File: src/rtl/sub_seq_pkg.sv
// Shared types and constants for the add/subtract operand sequencer.
package sub_seq_pkg;

    localparam int unsigned DEF_WIDTH = 8;

    localparam logic MODE_ADD = 1'b0;
    localparam logic MODE_SUB = 1'b1;

    typedef enum logic [1:0] {
        IDLE,
        LOAD_B,
        EXEC,
        DONE
    } seq_state_e;

endpackage

File: src/rtl/sub_result_reg.sv
// Result/flag capture registers with the res_valid/res_ack handshake.
// Optional res_ovf port exists only when SIGNED_OVF_EN is defined.
module sub_result_reg
    import sub_seq_pkg::*;
#(
    parameter int unsigned WIDTH = DEF_WIDTH
) (
    input  logic             clk,
    input  logic             rst,
    input  logic             capture,
    input  logic             ack,
    input  logic [WIDTH-1:0] dp_sum,
    input  logic             dp_cout,
    input  logic             dp_zero,
    input  logic             dp_leq,
`ifdef SIGNED_OVF_EN
    input  logic             ovf,
    output logic             res_ovf,
`endif
    output logic [WIDTH-1:0] res,
    output logic             res_cout,
    output logic             res_zero,
    output logic             res_leq,
    output logic             res_valid
);

    always_ff @(posedge clk or posedge rst) begin
        if (rst) begin
            res       <= '0;
            res_cout  <= 1'b0;
            res_zero  <= 1'b0;
            res_leq   <= 1'b0;
            res_valid <= 1'b0;
`ifdef SIGNED_OVF_EN
            res_ovf   <= 1'b0;
`endif
        end else if (capture) begin
            res       <= dp_sum;
            res_cout  <= dp_cout;
            res_zero  <= dp_zero;
            res_leq   <= dp_leq;
            res_valid <= 1'b1;
`ifdef SIGNED_OVF_EN
            res_ovf   <= ovf;
`endif
        end else if (ack && res_valid) begin
            res_valid <= 1'b0;
        end
    end

endmodule

File: src/rtl/sub_operand_seq.sv
// Operand sequencer for the 8-bit add/subtract datapath: collects A then B,
// holds them for EXEC_LAT cycles, captures the result. Macro: SIGNED_OVF_EN.
module sub_operand_seq
    import sub_seq_pkg::*;
#(
    parameter int unsigned WIDTH    = DEF_WIDTH,
    parameter int unsigned EXEC_LAT = 1
) (
    input  logic             clk,
    input  logic             rst,
    input  logic [WIDTH-1:0] din,
    input  logic             din_valid,
    output logic             din_ready,
    input  logic             mode,
    output logic [WIDTH-1:0] op_a,
    output logic [WIDTH-1:0] op_b,
    output logic             op_mod,
    output logic             op_cin,
    input  logic [WIDTH-1:0] dp_sum,
    input  logic             dp_cout,
    input  logic             dp_zero,
    input  logic             dp_leq,
    output logic [WIDTH-1:0] res,
    output logic             res_cout,
    output logic             res_zero,
    output logic             res_leq,
`ifdef SIGNED_OVF_EN
    output logic             res_ovf,
`endif
    output logic             res_valid,
    input  logic             res_ack
);

    localparam int unsigned CW = (EXEC_LAT > 1) ? $clog2(EXEC_LAT) : 1;
    localparam logic [CW-1:0] CNT_LAST = CW'(EXEC_LAT - 1);

    seq_state_e    state;
    logic [CW-1:0] cnt;
    logic          accept;
    logic          capture;

    assign accept  = din_valid && din_ready;
    assign capture = (state == EXEC) && (cnt == CNT_LAST);

    // din_ready is registered, so it is computed from the state being entered
    always_ff @(posedge clk or posedge rst) begin
        if (rst) begin
            state     <= IDLE;
            cnt       <= '0;
            din_ready <= 1'b0;
            op_a      <= '0;
            op_b      <= '0;
            op_mod    <= 1'b0;
            op_cin    <= 1'b0;
        end else begin
            case (state)
                IDLE: begin
                    din_ready <= 1'b1;
                    if (accept) begin
                        op_a   <= din;
                        op_mod <= mode;
                        op_cin <= mode;
                        state  <= LOAD_B;
                    end
                end
                LOAD_B: begin
                    if (accept) begin
                        op_b      <= din;
                        din_ready <= 1'b0;
                        cnt       <= '0;
                        state     <= EXEC;
                    end
                end
                EXEC: begin
                    if (cnt == CNT_LAST) begin
                        cnt   <= '0;
                        state <= DONE;
                    end else begin
                        cnt <= cnt + CW'(1);
                    end
                end
                DONE: begin
                    if (res_ack && res_valid) begin
                        din_ready <= 1'b1;
                        state     <= IDLE;
                    end
                end
                default: begin
                    din_ready <= 1'b0;
                    state     <= IDLE;
                end
            endcase
        end
    end

`ifdef SIGNED_OVF_EN
    logic ovf;
    assign ovf = (op_a[WIDTH-1] == (op_b[WIDTH-1] ^ op_mod)) &&
                 (dp_sum[WIDTH-1] != op_a[WIDTH-1]);
`endif

    sub_result_reg #(
        .WIDTH(WIDTH)
    ) u_result (
        .clk      (clk),
        .rst      (rst),
        .capture  (capture),
        .ack      (res_ack),
        .dp_sum   (dp_sum),
        .dp_cout  (dp_cout),
        .dp_zero  (dp_zero),
        .dp_leq   (dp_leq),
`ifdef SIGNED_OVF_EN
        .ovf      (ovf),
        .res_ovf  (res_ovf),
`endif
        .res      (res),
        .res_cout (res_cout),
        .res_zero (res_zero),
        .res_leq  (res_leq),
        .res_valid(res_valid)
    );

endmodule
File: config.mk
export PLATFORM = sky130hd
export DESIGN_NAME = sub_operand_seq
export DESIGN_NICKNAME = d
export VERILOG_FILES = /design/src/rtl/sub_seq_pkg.sv /design/src/rtl/sub_result_reg.sv /design/src/rtl/sub_operand_seq.sv
export SDC_FILE = /design/constraint.sdc
export NUM_CORES = 1
export LEC_CHECK = 0
export CAP_MARGIN = 20
export CORE_MARGIN = 2
export CORE_UTILIZATION = 45
export DETAILED_ROUTE_END_ITERATION = 7
export PLACE_DENSITY = 0.83
export SYNTH_ARGS = -nofsm -noshare
export SYNTH_HDL_FRONTEND = slang
export SYNTH_SLANG_ARGS = --single-unit
File: constraint.sdc
create_clock -name clk -period 3.4 [get_ports clk]
set_input_delay 0.68 -clock clk [delete_from_list [all_inputs] [get_ports clk]]
set_output_delay 0.68 -clock clk [all_outputs]
set_load 0.1 [all_outputs]
==> results.md, run 1 <==
* Die outline width at 58.0 um
* Drt wl/cell at about 15 um
* Post-CTS Setup Inserts at 0
* Total track usage at 18.8%
* Die area at 3360 um2
* CP max stage cell: clkdlybuf4s50_1
* Setup TNS Final at 0 ps
* Post-CTS Hold Buffers at 0
* Ys Warns at 0
* Crit path max-delay family: buffers and inverters
* Hold Crit Start: op_b[3]
* Post-Place Worst Slack at roughly 1200 ps
* Via count at 881
* Post-Route WL at ~2700 um
* Worst Setup Start Kind: flip-flop
* CP Max Fanout at 2
* Tmin final at roughly 2500 ps
* Mapped Nets at approximately 110
* Critical Path RT at around 2700 ps
* Fin. Hold Viols at 0
* Final setup fails at 0
* Max-slew violations at 0
* Cts repair resizes at 0
* Remaining antenna violation count at 0
* Reg-to-reg slack, setup at ~1800 ps
* Vias in the first global route at between 900 and 1k
* Post-synthesis cell count at 84
* Final Cycle Share at between 70% and 80%
* Commonest non-fill, non-tap cell in the layout: clkdlybuf4s50_1
* Setup ws final at approximately 860 ps
* Largest net degree at the start of global routing at 21
* Layout cells sized above 1 at around 29%
* TritonCTS clock tree: built
* Relative slew slack at between 30% and 40%
* Num CTS Buffers at 5
* Outcome: completed
* Crit-path cells: clkdlybuf4s50_1
* Worst Setup End Kind: primary output
* Area after DPL at between 1500 and 2000 um2
* Hold EP: op_b[3]
* H-Tree Depth at 2
* Final Wtd Congestion at ~0.73
* Yosys reg bits at 32
* Layout net count at about 170
* Post-route cell area at a little under 2000 um2
* CTS Sinks at 32
* Fmax at 0.393 GHz
* CORE AREA at ~2800 um2
* Root buffer cell: clkbuf_4
* Die Y-Extent at approximately 58 um
* DRC viols at 0
* First-pass GRT wire length at approximately 4600 um
* Mapped Area at about 1300 um2
* Initial Utilization at between 40% and 50%
* Initial antenna violation count at 0
* Setup Skew at around 7.6 ps
* Final Non-Filler Cells at around 180
* DP Cell Count at around 170
* FF-to-FF Start: state[0]
* Worst-Margin Slew at just under 1000 ps
* GR Overflow Total at 0
* Worst skew pair latency at approximately 330 ps
* I/O Pins at 55
* Reg2reg end: u_result.res[1]
* Initial DRT Pass Iterations at 2
* Layout fillers at 199
* Worst path bufs/invs at 1
* Clock buffer depth at 2
* Most frequent cells in the layout: 52 x clkdlybuf4s50_1, 32 x dfrtp_1, 29 x mux2_2, 6 x ha_1, 5 x clkbuf_4
* Antenna fix cells at 0
* Clk pin slew, worst setup/hold paths at about 100 ps
* Avg Inst Size Synth at roughly 16 um2
* RSZ-0062 raised after global routing: no
* Vias per cell at ~5.0
* Worst stage delay on the critical path at ~1200 ps
* CP Data Arrival Time at around 1900 ps
* Hold Path Class: flip-flop to flip-flop
* Worst Reg2Reg Path Length in Cells at 3
* Register area share after synthesis at around three fifths
* Distinct cell type count of the synthesized netlist at 15
* CP Class: flip-flop to primary output
* Maxcap violations at 0
* 1st-iter DRT viols at 8
* Layout area overhead at 50.7%
* Dpl hpwl at approximately 2000 um
* Row Count at 19
* Min-Delay Path Depth at 1
* IO Port Bufs at 54
layout make-up:
class	instances	area (um2)	share of cell area, %
Inverter	4	15.0	0.760
Timing Repair Buffer	55	543	27.5
Tap cell	31	38.8	1.96
Multi-Input combinational cell	46	483	24.4
Sequential cell	32	801	40.5
Clock buffer	7	65.1	3.29
Clock inverter	1	30.0	1.52
per-stage QoR:
stage / hold slack (ps) / utilization [%]
6_report: 513 / 71.6
5_1_grt: 539 / 71.6
4_1_cts: 515 / 71.6
3_5_place_dp: 492 / 68.2
3_3_place_gp: 485 / 68.2
2_1_floorplan: 559 / -
registers in the layout, summed over array words and instances, names as in the netlist, 2 cells and up:
name / count
state: 2
op_a: 8
u_result.res: 8
op_b: 8
metal layers:
layer | vias up | global-route usage [%] | routed length [um]
met5 | - | 0 | 0
met4 | 0 | 3.99 | 0
met3 | 0 | 9.82 | 292
met2 | 45 | 31.2 | 1360
met1 | 423 | 21.8 | 1020
li1 | 413 | - | -
worst max-delay path by stage:
| stage | start | endpoint | slack (ps) | depth (start not counted) |
|---|---|---|---|---|
| detailed placement | u_result.res[1] | res[1] | 1220 | 1 |
| global route | u_result.res[1] | res[1] | 790 | 1 |
| CTS | u_result.res[1] | res[1] | 830 | 1 |
| floorplan | op_cin | op_mod | 1380 | 1 |
| global placement | u_result.res[0] | res[0] | 1250 | 1 |
| finish | u_result.res[1] | res[1] | 860 | 1 |
cells by family (layout without fill, tap and decap cells):
group                      count (synthesis)  in the layout  share of synthesized area [%]
muxes                                     30             30                           25.7
adders and majority gates                  6              6                           5.73
and+or+nand+nor                            5              5                           2.67
DFF                                       32             32                           61.1
AOI/OAI and AO/OA                          5              5                           2.77
buffers and inverters                      6             67                           2.10
cell usage after synthesis:
cell type	number	area share (%)
dfrtp_1	32	61
mux2_2	29	25
ha_1	6	5.7
inv_1	4	1.1
nand3_2	2	1.5
nor2_1	2	0.57
a21boi_1	1	0.57
a21o_1	1	0.57
a2bb2oi_1	1	0.67
buf_2	1	0.38
buf_4	1	0.57
mux2i_1	1	0.76
o21ai_0	1	0.38
o31ai_1	1	0.57
or2b_1	1	0.57
Power of run 1 is left out: the tool's default activity adds up to more than one toggle a clock period on the data nets, which glitch-free logic cannot reach.
==> run 2: changes to the inputs <==
- CORE_UTILIZATION: 45 -> 42
- PLACE_DENSITY: 0.83 -> 0.78
- clock period: 3.4 -> 2.4 ns (I/O delays scaled with it)
==> results.md, run 2 (same netlist as run 1, synthesis figures left out) <==
* Crit-path cells: inv_1 > ha_1 > mux2_2
* Final setup fails at 0 (unchanged)
* First-pass GRT wire length at 3970 um (-14%)
* Setup ws final at 779 ps (-78.2 ps)
* Num CTS Buffers at 5 (unchanged)
* Layout area overhead at 43.0%
* Layout cells sized above 1 at 48.6% (+20 points)
* FF+latch area at 801 um2 (unchanged)
* CORE AREA at 3000 um2 (+8.9%)
* Critical Path RT at 2620 ps (-100 ps)
* Hold Path Class: input pin to asynchronous set/reset pin
* Initial DRT Pass Iterations at 4 (+2)
* Worst Setup End Kind: flip-flop
* Clock buffer depth at 2 (unchanged)
* Total track usage at 15.5% (-3.3 points)
* RSZ-0062 raised after global routing: no
* CP endpoint: u_result.res[5]
* Die area at 3590 um2 (+6.6%)
* Post-Place Worst Slack at 612 ps (-611 ps)
* Remaining antenna violation count at 0 (unchanged)
* Tmin final at around 1600 ps
* Reg2reg end: u_result.res[5]
* Via count at 864 (-1.9%)
* Final Wtd Congestion at 0.754 (+3.3%)
* CP Class: flip-flop to flip-flop
* Antenna fix cells at 0 (unchanged)
* Worst Setup Start Kind: flip-flop
* Largest registers: op_a x8, op_b x8, u_result.res x8
* Fin. Hold Viols at 0 (unchanged)
* IO Port Bufs at 54 (unchanged)
* Setup TNS Final at 0 ps (unchanged)
* Outcome: completed
* DRC viols at 0 (unchanged)
* Initial Utilization at 43.7% (-3.9 points)
* 1st-iter DRT viols at 6 (-2)
* Setup Skew at 2.95 ps (-4.62 ps)
* CP max stage cell: ha_1
* Drt wl/cell at 14.1 um (-7.4%)
* Final Cycle Share at about two thirds
* Crit path from: state[0]
* Maxcap violations at 0 (unchanged)
* FF-to-FF Start: state[0]
* Post-CTS Hold Buffers at 0 (unchanged)
* Vias in the first global route at 836 (-12%)
* Worst stage delay on the critical path at 530 ps (-630 ps)
* Worst skew pair latency at 320 ps (about the same)
* Most frequent cells in the layout: 32 x dfrtp_1, 32 x buf_4, 29 x mux2_2, 23 x clkdlybuf4s50_1, 6 x ha_1
* Die Y-Extent at 59.9 um (+3.3%)
* Multi-input gate area at 483 um2 (unchanged)
* Root buffer cell: clkbuf_4
* Max-slew violations at 0 (unchanged)
* Post-Route WL at 2490 um (-6.9%)
* Layout fillers at 243 (+22%)
* Initial antenna violation count at 0 (unchanged)
* Clk pin slew, worst setup/hold paths at 100 ps (about the same)
* CP Max Fanout at 13 (+11)
* Row Count at 20 (+1)
* Layout net count at 174 (unchanged)
* Largest net degree at the start of global routing at 22 (+4.8%)
* Dpl hpwl at 1920 um (-4.5%)
* Relative slew slack at 63.1% (+30 points)
* Cts repair resizes at 0 (unchanged)
* Post-CTS Setup Inserts at 0 (unchanged)
* Worst-Margin Slew at 553 ps (-440 ps)
* GR Overflow Total at 0 (unchanged)
* H-Tree Depth at 2 (unchanged)
* CP Data Arrival Time at 1840 ps (-20 ps)
* Vias per cell at 4.88 (-2.5%)
* CTS Sinks at 32 (unchanged)
* Reg-to-reg slack, setup at 780 ps (-1010 ps)
* Fmax at ~0.62 GHz
* Die outline width at 59.9 um (+3.3%)
* Worst Reg2Reg Path Length in Cells at 3 (unchanged)
* TritonCTS clock tree: built
* I/O Pins at 55 (unchanged)
==> run 2: worst min-delay path by stage <==
stage | startpoint | end | slack (ps) | depth (start not counted)
6_report | rst | u_result.res[5] | 440 | 2
5_1_grt | rst | u_result.res[5] | 480 | 2
4_1_cts | rst | u_result.res[5] | 450 | 2
3_5_place_dp | op_a[2] | op_a[2] | 500 | 1
3_3_place_gp | u_result.res_valid | u_result.res_valid | 490 | 1
2_1_floorplan | state[1] | state[1] | 560 | 1
==> run 2: per-stage QoR <==
| step | hold WS (ps) | cells | utilization [%] | instance area (um2) |
|---|---|---|---|---|
| detailed placement | 495 | 170 | 60.3 | 1810 |
| global route | 485 | 177 | 62.5 | 1880 |
| finish | 440 | 177 | 62.5 | 1880 |
| CTS | 448 | 177 | 62.5 | 1880 |
| global placement | 487 | 170 | 60.3 | 1810 |
| floorplan | 559 | 84 | - | 1310 |
==> run 2: worst max-delay path: cells and delay by family, from the launching register on <==
kind	cells	cell delay [ps]
adder cells (fa/ha/maj)	1	530
buffers and inverters	1	150
flip-flops	1	430
multiplexers	1	400
==> run 2: layout make-up <==
type | count | area share [%]
Clock buffer | 7 | 3.47
Inverter | 4 | 0.801
Multi-Input combinational cell | 46 | 25.8
Sequential cell | 32 | 42.7
Tap cell | 33 | 2.20
Timing Repair Buffer | 55 | 25.1
==> run 2: per-layer routing <==
layer | up-vias | global-route usage, % | share of wire [%]
li1 | 410 | - | -
met1 | 424 | 19.3 | 41
met2 | 25 | 23.6 | 52
met3 | 5 | 4.33 | 4.1
met4 | 0 | 9.52 | 2.0
met5 | - | 0 | 0
Power of run 2 is left out for the same reason.
==> run 3: changes to the inputs <==
- CORE_UTILIZATION: 42 -> 37
- PLACE_DENSITY: 0.78 -> 0.73
- clock period: 2.4 -> 1.35 ns (I/O delays scaled with it)
==> results.md, run 3 (same netlist as run 1, synthesis figures left out) <==
* Die Y-Extent at 63.5 um (+6.1%)
* Worst skew pair latency at 320 ps (about the same)
* Final Wtd Congestion at 0.751 (-0.32%)
* Antenna fix cells at 0 (unchanged)
* Clock buffer depth at 2 (unchanged)
* CP Max Fanout at 4 (-9)
* CP Class: flip-flop to flip-flop
* Critical Path RT at 1560 ps (-1060 ps)
* Worst Setup Start Kind: flip-flop
* 1st-iter DRT viols at 12 (+6)
* Initial Utilization at 39.0% (-4.7 points)
* Hold_ws at 255 ps (-185 ps)
* Die outline width at 63.5 um (+6.1%)
* Most frequent cells in the layout: 32 x buf_12, 28 x dfrtp_1, 23 x clkdlybuf4s50_1, 17 x mux2_2, 12 x mux2_4
* Violated checks: setup timing
* Remaining antenna violation count at 0 (unchanged)
* CORE AREA at 3360 um2 (+12%)
* Maxcap violations at 0 (unchanged)
* Total track usage at 16.0% (+0.57 points)
* Layout Utilization at 75.0% (+13 points)
* Drt wl/cell at 15.4 um (+9.3%)
* GR Overflow Total at 0 (unchanged)
* I/O Pins at 55 (unchanged)
* Relative slew slack at 79.9% (+17 points)
* Commonest non-fill, non-tap cell in the layout: buf_12
* Layout fillers at 219 (-9.9%)
* TritonCTS clock tree: built
* Layout cells sized above 1 at 60.3% (+12 points)
* Hold Path Class: input pin to asynchronous set/reset pin
* Largest registers: op_a x8, op_b x8, u_result.res x8
* Setup Skew at 6.78 ps (+3.83 ps)
* Die area at 4040 um2 (+13%)
* Worst Setup End Kind: flip-flop
* Layout area overhead at 92.5%
* Worst-Margin Slew at 300 ps (-253 ps)
* Final setup fails at 3 (+3)
* Via count at 962 (+11%)
* Fmax at 0.693 GHz (+12%)
* Setup TNS Final at -146 ps (-146 ps)
* H-Tree Depth at 2 (unchanged)
* Post-CTS Hold Buffers at 0 (unchanged)
* DRC viols at 0 (unchanged)
* Max-slew violations at 0 (unchanged)
* CP max stage cell: dfrtp_1
* CTS Sinks at 32 (unchanged)
* DP Cell Count at 190 (+12%)
* Final Non-Filler Cells at 202 (+14%)
* Row Count at 21 (+5.0%)
* Crit-path cells: inv_2 > ha_4 > a2bb2oi_2 > nor2_2 > mux2_4
* Outcome: finished, violations left
* Tmin final at 1440 ps (-177 ps)
* Setup ws final at -93.8 ps (-873 ps)
* Initial antenna violation count at 0 (unchanged)
* Dpl hpwl at 2310 um (+20%)
* Clk pin slew, worst setup/hold paths at 90 ps (about the same)
* Fin. Hold Viols at 0 (unchanged)
* RSZ-0062 raised after global routing: yes
* Initial DRT Pass Iterations at 4 (unchanged)
* Num CTS Buffers at 5 (unchanged)
* Worst stage delay on the critical path at 430 ps (-100 ps)
* Largest net degree at the start of global routing at 18 (-18%)
* Post-Route WL at 3100 um (+25%)
* IO Port Bufs at 54 (unchanged)
* CP Data Arrival Time at 1660 ps (-180 ps)
* Vias per cell at 4.76 (-2.4%)
* Root buffer cell: clkbuf_4
* Layout net count at 186 (+6.9%)
* First-pass GRT wire length at 4930 um (+24%)
* Vias in the first global route at 1063 (+27%)
* Final Cycle Share at 107% (+39 points)
[run 3: final cells by class]
class,count,area (um2),area share [%]
repair buffers,67,986,39.1
well taps,46,57.6,2.28
inverters,4,17.5,0.694
clock inverters,1,5.00,0.198
multi-input cells,46,606,24.0
clock buffers,6,41.3,1.64
flip-flops and latches,32,811,32.1
[run 3: worst paths after layout]
check / from / cells after the start / endpoint / slack [ps]
max reg2reg: state[1] / 5 / state[1] / -90
min reg2reg: op_b[5] / 1 / op_b[5] / 580
min in group clk: dp_zero / 2 / u_result.res_zero / 550
min: rst / 3 / u_result.res[5] / 260
max in group asynchronous: rst / 3 / din_ready / 870
max: state[1] / 5 / state[1] / -90
[run 3: worst max-delay path: cells and delay by family (launching register included)]
family | cells | cell delay (ps)
AOI/OAI and AO/OA | 1 | 160
buffers and inverters | 1 | 90
adders and majority gates | 1 | 190
and+or+nand+nor | 1 | 160
DFF | 1 | 430
muxes | 1 | 310
[run 3: routing by layer]
layer,GRT usage (%),part of all wire [%],wire length (um),vias up
met5,0,0,0,-
met4,4.08,1.5,46,0
met1,16.8,36,1120,470
met2,27.5,51,1590,53
met3,9.29,11,346,4
li1,-,-,-,435
[run 3: timing repair]
item	in CTS	in global routing
pin swaps	1	4
setup buffers	0	4
setup endpoints to repair	30	30
gates resized for setup	4	23
cloned	0	1
[run 3: metrics by stage]
step | area, um2 | setup WS [ps]
finish | 2520 | -93.8
global route | 2520 | -142
CTS | 2360 | -67.0
detailed placement | 2300 | -227
global placement | 2300 | -191
floorplan | 1330 | -50.1
Power of run 3 is left out for the same reason.
